### config.mk
export PLATFORM = sky130hd
export DESIGN_NAME = bus_char_writer
export DESIGN_NICKNAME = d
export VERILOG_FILES = /design/src/rtl/bus_char_writer.sv
export SDC_FILE = /design/constraint.sdc
export NUM_CORES = 1
export LEC_CHECK = 0
export ABC_AREA = 1
export CAP_MARGIN = 20
export CORE_MARGIN = 2
export CORE_UTILIZATION = 57
export DETAILED_ROUTE_END_ITERATION = 8
export HOLD_SLACK_MARGIN = 0.02
export PLACE_DENSITY = 0.8
export SETUP_SLACK_MARGIN = 0.3
export SYNTH_ARGS = -nofsm -noshare
export SYNTH_HDL_FRONTEND = slang
export SYNTH_SLANG_ARGS = --single-unit
### constraint.sdc
create_clock -name clk_in -period 3.6 [get_ports clk_in]
set_input_delay 0.36 -clock clk_in [delete_from_list [all_inputs] [get_ports clk_in]]
set_output_delay 0.36 -clock clk_in [all_outputs]
set_load 0.01 [all_outputs]
### src/rtl/bus_char_writer.sv
// Purpose: 6502 bus slave that turns CPU register writes into text-buffer write strobes, with a hardware screen clear.
// Latency: a bus write strobes wr_en_out on the 4th clk_in edge after ext_clock is first sampled low.
// Backpressure: none; the buffer always accepts, and character/clear writes arriving during a clear are dropped.
//
// Ports:
//   clk_in, rst_n_in             pixel-domain clock, async active-low reset
//   ext_clock, chip_enable,      asynchronous 6502 bus (PHI2, select, R/W,
//   read_write, address, data_in register select, data)
//   wr_addr_out/_data_out/_en_out buffer write port (address = row*COLS + col)
//   busy_out                      high while the clear sequencer runs
//   cursor_col_out/_row_out       current text cursor
module bus_char_writer #(
    parameter int          COLS       = 100,
    parameter int          ROWS       = 75,
    parameter int          ADDR_W     = 13,
    parameter logic [7:0]  CLEAR_CHAR = 8'h20
) (
    input  logic              clk_in,
    input  logic              rst_n_in,
    input  logic              ext_clock,
    input  logic              chip_enable,
    input  logic              read_write,
    input  logic [1:0]        address,
    input  logic [7:0]        data_in,
    output logic [ADDR_W-1:0] wr_addr_out,
    output logic [7:0]        wr_data_out,
    output logic              wr_en_out,
    output logic              busy_out,
    output logic [6:0]        cursor_col_out,
    output logic [6:0]        cursor_row_out
);

    typedef enum logic {IDLE, CLEAR} state_t;

    localparam logic [6:0]        COL_MAX  = 7'(COLS - 1);
    localparam logic [6:0]        ROW_MAX  = 7'(ROWS - 1);
    localparam logic [ADDR_W-1:0] COLS_A   = ADDR_W'(COLS);
    localparam logic [ADDR_W-1:0] CLR_LAST = ADDR_W'(COLS * ROWS - 1);

    // Two-flop synchronisers plus one extra PHI2 stage for edge detection
    logic       phi_s1, phi_sync, phi_d;
    logic       ce_s1, ce_sync, rw_s1, rw_sync;
    logic [1:0] addr_s1, addr_sync;
    logic [7:0] data_s1, data_sync;

    // Bus hold register: last values seen while PHI2 was high
    logic       h_ce, h_rw;
    logic [1:0] h_addr;
    logic [7:0] h_data;

    // Registered transaction, acted on in the cycle after bus_fall
    logic       wr_pend;
    logic [1:0] pend_addr;
    logic [7:0] pend_data;

    state_t            state, state_nx;
    logic [6:0]        col, row, col_nx, row_nx;
    logic [ADDR_W-1:0] clr_cnt, clr_nx;
    logic              wr_en_nx, busy_nx;
    logic [ADDR_W-1:0] wr_addr_nx;
    logic [7:0]        wr_data_nx;

    logic              bus_fall;
    logic [6:0]        col_ld, row_ld;
    logic [ADDR_W-1:0] cell_addr;

    assign bus_fall  = phi_d & ~phi_sync;
    assign col_ld    = (pend_data[6:0] > COL_MAX) ? COL_MAX : pend_data[6:0];
    assign row_ld    = (pend_data[6:0] > ROW_MAX) ? ROW_MAX : pend_data[6:0];
    assign cell_addr = ADDR_W'(row) * COLS_A + ADDR_W'(col);

    assign cursor_col_out = col;
    assign cursor_row_out = row;

    always_ff @(posedge clk_in or negedge rst_n_in) begin
        if (!rst_n_in) begin
            phi_s1    <= 1'b0;
            phi_sync  <= 1'b0;
            phi_d     <= 1'b0;
            ce_s1     <= 1'b0;
            ce_sync   <= 1'b0;
            rw_s1     <= 1'b0;
            rw_sync   <= 1'b0;
            addr_s1   <= '0;
            addr_sync <= '0;
            data_s1   <= '0;
            data_sync <= '0;
            h_ce      <= 1'b0;
            h_rw      <= 1'b0;
            h_addr    <= '0;
            h_data    <= '0;
            wr_pend   <= 1'b0;
            pend_addr <= '0;
            pend_data <= '0;
        end else begin
            phi_s1    <= ext_clock;
            phi_sync  <= phi_s1;
            phi_d     <= phi_sync;
            ce_s1     <= chip_enable;
            ce_sync   <= ce_s1;
            rw_s1     <= read_write;
            rw_sync   <= rw_s1;
            addr_s1   <= address;
            addr_sync <= addr_s1;
            data_s1   <= data_in;
            data_sync <= data_s1;
            if (phi_sync) begin
                h_ce   <= ce_sync;
                h_rw   <= rw_sync;
                h_addr <= addr_sync;
                h_data <= data_sync;
            end
            wr_pend   <= bus_fall & h_ce & ~h_rw;
            pend_addr <= h_addr;
            pend_data <= h_data;
        end
    end

    always_ff @(posedge clk_in or negedge rst_n_in) begin
        if (!rst_n_in) begin
            state       <= IDLE;
            col         <= '0;
            row         <= '0;
            clr_cnt     <= '0;
            wr_en_out   <= 1'b0;
            wr_addr_out <= '0;
            wr_data_out <= '0;
            busy_out    <= 1'b0;
        end else begin
            state       <= state_nx;
            col         <= col_nx;
            row         <= row_nx;
            clr_cnt     <= clr_nx;
            wr_en_out   <= wr_en_nx;
            wr_addr_out <= wr_addr_nx;
            wr_data_out <= wr_data_nx;
            busy_out    <= busy_nx;
        end
    end

    always_comb begin
        state_nx   = state;
        col_nx     = col;
        row_nx     = row;
        clr_nx     = clr_cnt;
        wr_en_nx   = 1'b0;
        wr_addr_nx = wr_addr_out;
        wr_data_nx = wr_data_out;
        busy_nx    = 1'b0;
        case (state)
            IDLE: begin
                if (wr_pend) begin
                    case (pend_addr)
                        2'd0: col_nx = col_ld;
                        2'd1: row_nx = row_ld;
                        2'd2: begin
                            wr_en_nx   = 1'b1;
                            wr_addr_nx = cell_addr;
                            wr_data_nx = pend_data;
                            if (col == COL_MAX) begin
                                col_nx = '0;
                                row_nx = (row == ROW_MAX) ? 7'd0 : row + 7'd1;
                            end else begin
                                col_nx = col + 7'd1;
                            end
                        end
                        2'd3: begin
                            // Clear takes priority; its end homes the cursor anyway
                            if (pend_data[0]) begin
                                state_nx = CLEAR;
                                clr_nx   = '0;
                            end else if (pend_data[1]) begin
                                col_nx = '0;
                                row_nx = '0;
                            end
                        end
                        default: ;
                    endcase
                end
            end
            CLEAR: begin
                // busy_out is registered alongside the strobe so both cover the same cycles
                wr_en_nx   = 1'b1;
                wr_addr_nx = clr_cnt;
                wr_data_nx = CLEAR_CHAR;
                busy_nx    = 1'b1;
                clr_nx     = clr_cnt + 1'b1;
                if (wr_pend && pend_addr == 2'd0) col_nx = col_ld;
                if (wr_pend && pend_addr == 2'd1) row_nx = row_ld;
                if (clr_cnt == CLR_LAST) begin
                    state_nx = IDLE;
                    clr_nx   = '0;
                    col_nx   = '0;
                    row_nx   = '0;
                end
            end
            default: state_nx = IDLE;
        endcase
    end

endmodule

## Word level (Yosys, flattened, before mapping)

Cells that the tools add are included.

- Multipliers: 1
- Order comparisons: 2
- Equal/unequal tests: 17
- Reductions and logical operators: 7
- Multiplexer cells: 37
- Add/subtract/negate cells: 4
- Bitwise gates (word level): 6

Operator list:

| operator | number |
|---|---|
| 7-bit 2-to-1 mux | 13 |
| 13-bit 2-to-1 mux | 6 |
| 13-bit one-hot mux with 2 select lines | 2 |
| 7-bit one-hot mux with 3 select lines | 2 |
| 7-bit one-hot mux with 2 select lines | 2 |
| 8-bit 2-to-1 mux | 2 |
| 8-bit one-hot mux with 2 select lines | 1 |
| 7-bit by 1-bit adder with 7-bit output, second input constant | 2 |
| 7-bit == test, second input constant | 2 |
| 7-bit > comparator, second input constant | 2 |
| 13-bit by 1-bit adder with 13-bit output, second input constant | 1 |
| 13-bit by 7-bit adder with 13-bit output | 1 |
| 13-bit == test, second input constant | 1 |
| 7-bit by 5-bit multiplier with 11-bit output, second input constant | 1 |
| 3-bit != test, second input constant | 3 |
| 4-bit by 2-bit != test with 1-bit output, second input constant | 2 |
| 1-bit 2-to-1 mux | 7 |
| 3-bit by 1-bit != test with 1-bit output, second input constant | 2 |
| 6-bit AND reduction | 1 |
| 5-bit AND reduction | 1 |
| 2-bit == test, second input constant | 2 |
| 2-bit by 1-bit != test with 1-bit output, second input constant | 2 |
| 2-bit != test, second input constant | 2 |
| 1-bit one-hot mux with 2 select lines | 2 |
| 7 further kinds | 12 |

- Output and inout bits: 37
- Register bits: 101
- Input bits: 15
- Logic and storage cells: 100

## Longest topological paths before layout

- Word-level depth: 6
- Gate-level depth with buffers: 18
- Gate-level depth less buffers: 18

## Worst setup path before layout

Ideal clock, no wire load.

- Path kind: register -> register
- Start: reg row[2] (netlist: cursor_row_out[2])
- End: reg wr_addr_out[11]
- Setup slack: 0.682 ns
- Library setup time: 0.117 ns
- Period minus slack after synthesis: 2.918 ns
- Arrival time: 2.801 ns
- Required time: 3.483 ns
- Stages on the path, launching flop included: 13
- Path buffers: 0
- Cells stage by stage: dfrtp_1 inv_1 ha_1 inv_1 ha_1 fa_1 ha_1 xnor2_1 nand2_1 o21ai_0 nand3b_1 nand3_1 nand2_1

- Longest elaborated chain between the ends: 5

RTL lines:

| element | RTL line | RTL |
|---|---|---|
| from (decl) | 57 | `logic [6:0] col, row, col_nx, row_nx;` |
| from (signal assigned) | 132 | `row <= row_nx;` |
| 7-bit by 5-bit multiplier with 11-bit output | 70 | `assign cell_addr = ADDR_W'(row) * COLS_A + ADDR_W'(col);` |
| 13-bit by 7-bit adder with 13-bit output | 70 |  |
| 13-bit 2-to-1 mux | 153 | `case (pend_addr)` |
| 13-bit 2-to-1 mux | 152 | `if (wr_pend) begin` |
| 13-bit one-hot mux with 2 select lines | 150 | `case (state)` |
| to (signal assigned) | 135 | `wr_addr_out <= wr_addr_nx;` |
| to (decl) | 25 | `output logic [ADDR_W-1:0] wr_addr_out,` |

No other way between the ends. The select of a mux whose other input is x is not followed.
A chain may end at the register's enable or synchronous reset.

## Final worst setup path

- Start: reg row[2] (netlist: cursor_row_out[2])
- End: reg wr_addr_out[12]

Same word-level chain as after synthesis.

==> flow_summary_export.csv <==
group,metric,value,unit
pwr,p_leak,2.94,nW
yosys,seq_area_frac_synth,0.496,
grt,use_met3,0.0468,
sta,fmax,0.323,GHz
grt,met1_usage,0.322,
place,port-buffer-count,51,
route,post_drt_wl_per_cell,14.4,µm
pwr,total_power,4.23,mW
yosys,ys_async_sr_fraction,1.00,
pwr,ir_drop,0.396,mV
sta,maxSlewHeadroom,0.537,
cts,h-tree-depth,3,
cts,cts.path.max_buffers,2,
cts,cts_root_buffer,"clkbuf_8",
grt,grt-ovfl-total,0,
yosys,syn_avg_cell_area,8.64,µm²
die,num_rows,34,
run_status,status,"finished clean",
sta,finalHoldViolCount,0,
layout,nNetsFinal,700,
sta,finalMaxSlewViolations,0,
yosys,synth_common_cells,"174 x nand2_1, 101 x dfrtp_1, 71 x inv_1, 40 x nand3_1, 37 x ha_1",
sta,rsz0062_at_grt,"no",
yosys,synth_area_leader_cell,"dfrtp_1",
sta,fin_skew,0.0116,ns
pwr,powerDensity,715,nW/µm²
yosys,synth_seq_cells,101,
layout,fillCellCount,723,
grt,met2_usage,0.403,
route,drt_iter0_markers,217,
flow_run,maxCapViolations,0,
grt,grt_start_max_net_pins,45,
sta,finalCriticalPeriod,3.10,ns
die,dieArea,9720,µm²
route,avgViaCountPerCell,5.37,
sta,setup_viol,0,
yosys,synth_most_common_cell,"nand2_1",
setup_path,end_kind,"flop",
sta,fin_setup_tns,0,ns
die,boundaryPins,52,
place,gp_congestion,0.879,
yosys,synth_area_leaders,"dfrtp_1 50%, nand2_1 13%, ha_1 9.1%, inv_1 5.2%, nand3_1 3.9%",
setup_path,arrival,3.35,ns
yosys,yosys_most_used_dff,"dfrtp_1",
sta,fin_crit_sh,0.861,
sta,fin_ws,0.501,ns
grt,antenna_found_initial,0,
die,coreArea,8680,µm²
cts,insertion_delay,0.36,ns
yosys,yosysTopAreaCellShare,0.496,
route,drc,0,
place,detailed_place_hpwl,8.43,mm
setup_path,path_max_fanout,6,
cts,cts_tree,"built",
setup_path,worstSetupStartpointType,"flop",
route,num_vias,4070,
grt,grt_first_pass_wirelength,18.9,mm
cts,clk_pin_slew,0.10,ns
yosys,synth_edf_count,0,
yosys,synthCells,590,
setup_path,rrSetupSlack,0.50,ns
die,die_y,98.6,µm
yosys,yosysWarnings,0,
setup_path,path_class,"flop to flop",
die,start_util,0.588,
grt,busiest_layer,"met2",
die,die_x,98.6,µm
min_path,hold_class,"flop to flop",
yosys,synth_cell_types,39,
route,drt-total-wl,10.9,mm
place,dp_slack,0.450,ns
layout,drive_above_1_share,0.0585,
setup_path,required,3.85,ns
route,ant_nets,0,
cts,cts_sinks,101,
yosys,syn-cell-area,5100,µm²
sta,tightest_slew,0.694,ns
grt,grt_usage,0.241,
route,first_pass_iters,5,
cts,cts_inserted_buffers,9,
layout,diodes,0,
layout,fin_util,0.682,
yosys,synth_nets,645,
grt,grt_pass1_vias,4102,
layout,synthToLayoutAreaGrowth,16.0,%
==> per-layer routing <==
| metal | vias to the layer above | share of wire |
|---|---|---|
| met1 | 1890 | 0.44 |
| li1 | 2035 | - |
| met3 | 20 | 0.053 |
| met4 | 0 | 0.021 |
| met5 | - | 0 |
| met2 | 125 | 0.49 |
==> state kept, by name (all words and copies together), names as in the netlist, 2 cells and up <==
register	flops
h_addr	2
cursor_col_out	7
addr_s1	2
cursor_row_out	7
pend_data	8
pend_addr	2
data_s1	8
h_data	8
wr_data_out	8
data_sync	8
clr_cnt	13
addr_sync	2
wr_addr_out	13
==> logic make-up (layout without fill, tap and decap cells) <==
| family | count (synthesis) | in the layout | synth area share |
|---|---|---|---|
| AO/OA/AOI/OAI | 82 | 82 | 0.0940 |
| XOR/XNOR | 7 | 7 | 0.0120 |
| adder cells (fa/ha/maj) | 40 | 40 | 0.103 |
| buffers and inverters | 86 | 146 | 0.0665 |
| flip-flops | 101 | 101 | 0.496 |
| AND/OR/NAND/NOR | 274 | 274 | 0.229 |
==> worst max-delay path: stages, from the launching register on <==
cell	delay (ns)
dfrtp_1	0.45
inv_1	0.10
ha_1	0.29
inv_1	0.04
ha_1	0.29
fa_1	0.47
ha_1	0.41
a21oi_1	0.22
nand3_1	0.10
nand2_1	0.12
nand3_1	0.16
nor2_1	0.14
nand2_1	0.06
nand3_1	0.08
nand2_1	0.05
==> layout by cell type (no fill, tap or decap), drive strengths merged, types with 4 or more instances in the layout <==
cell type and count:
o21ai 30, a21oi 31, nand4 8, ha 37
xor2 5, o221ai 4, o21bai 4, nor3 12
o211ai 4, clkbuf 9, nand2 177, nor2 31
nand3 41, dfrtp 101, clkdlybuf4s50 50, inv 78
==> final timing paths <==
check,start,endpoint,cells past startpoint
min in group asynchronous,rst_n_in,cursor_row_out[6]$_DFFE_PN0P_,2
min reg2reg,ce_s1$_DFF_PN0_,ce_sync$_DFF_PN0_,0
max reg2reg,cursor_row_out[2]$_DFFE_PN0P_,wr_addr_out[12]$_DFFE_PN0P_,14
max,cursor_row_out[2]$_DFFE_PN0P_,wr_addr_out[12]$_DFFE_PN0P_,14
min,ce_s1$_DFF_PN0_,ce_sync$_DFF_PN0_,0
max in group asynchronous,rst_n_in,data_s1[3]$_DFF_PN0_,3
==> report_power, final <==
part	total [mW]	switching [mW]	internal, mW
sequential	1.55	0.236	1.31
clock	0.679	0.412	0.267
combinational	2.00	1.16	0.846
==> area by class of cell <==
class / count / area [µm²] / share of cell area
sequential: 101 / 2530 / 0.427
multi-input combinational: 403 / 2240 / 0.379
timing repair buffer: 54 / 533 / 0.0901
inverter: 76 / 288 / 0.0487
tap: 108 / 135 / 0.0228
clock buffer: 9 / 124 / 0.0209
clock inverter: 7 / 67.6 / 0.0114
==> what timing repair did <==
item                                   CTS  global route
setup endpoints to repair                0             2
gates resized for setup                  0             2
setup buffers                            0             0
endpoints found under the hold margin   18             0
hold buffers                             1             0
==> stage by stage <==
stage                     std cells  area [µm²]  hold slack (ns)
after floorplan                 590        5100           0.0644
after global placement          741        5710            0.268
after detailed placement        741        5710            0.267
after CTS                       758        5910            0.360
after global routing            758        5910            0.362
final                           758        5910            0.357
Power figures use the tool's default switching activity.
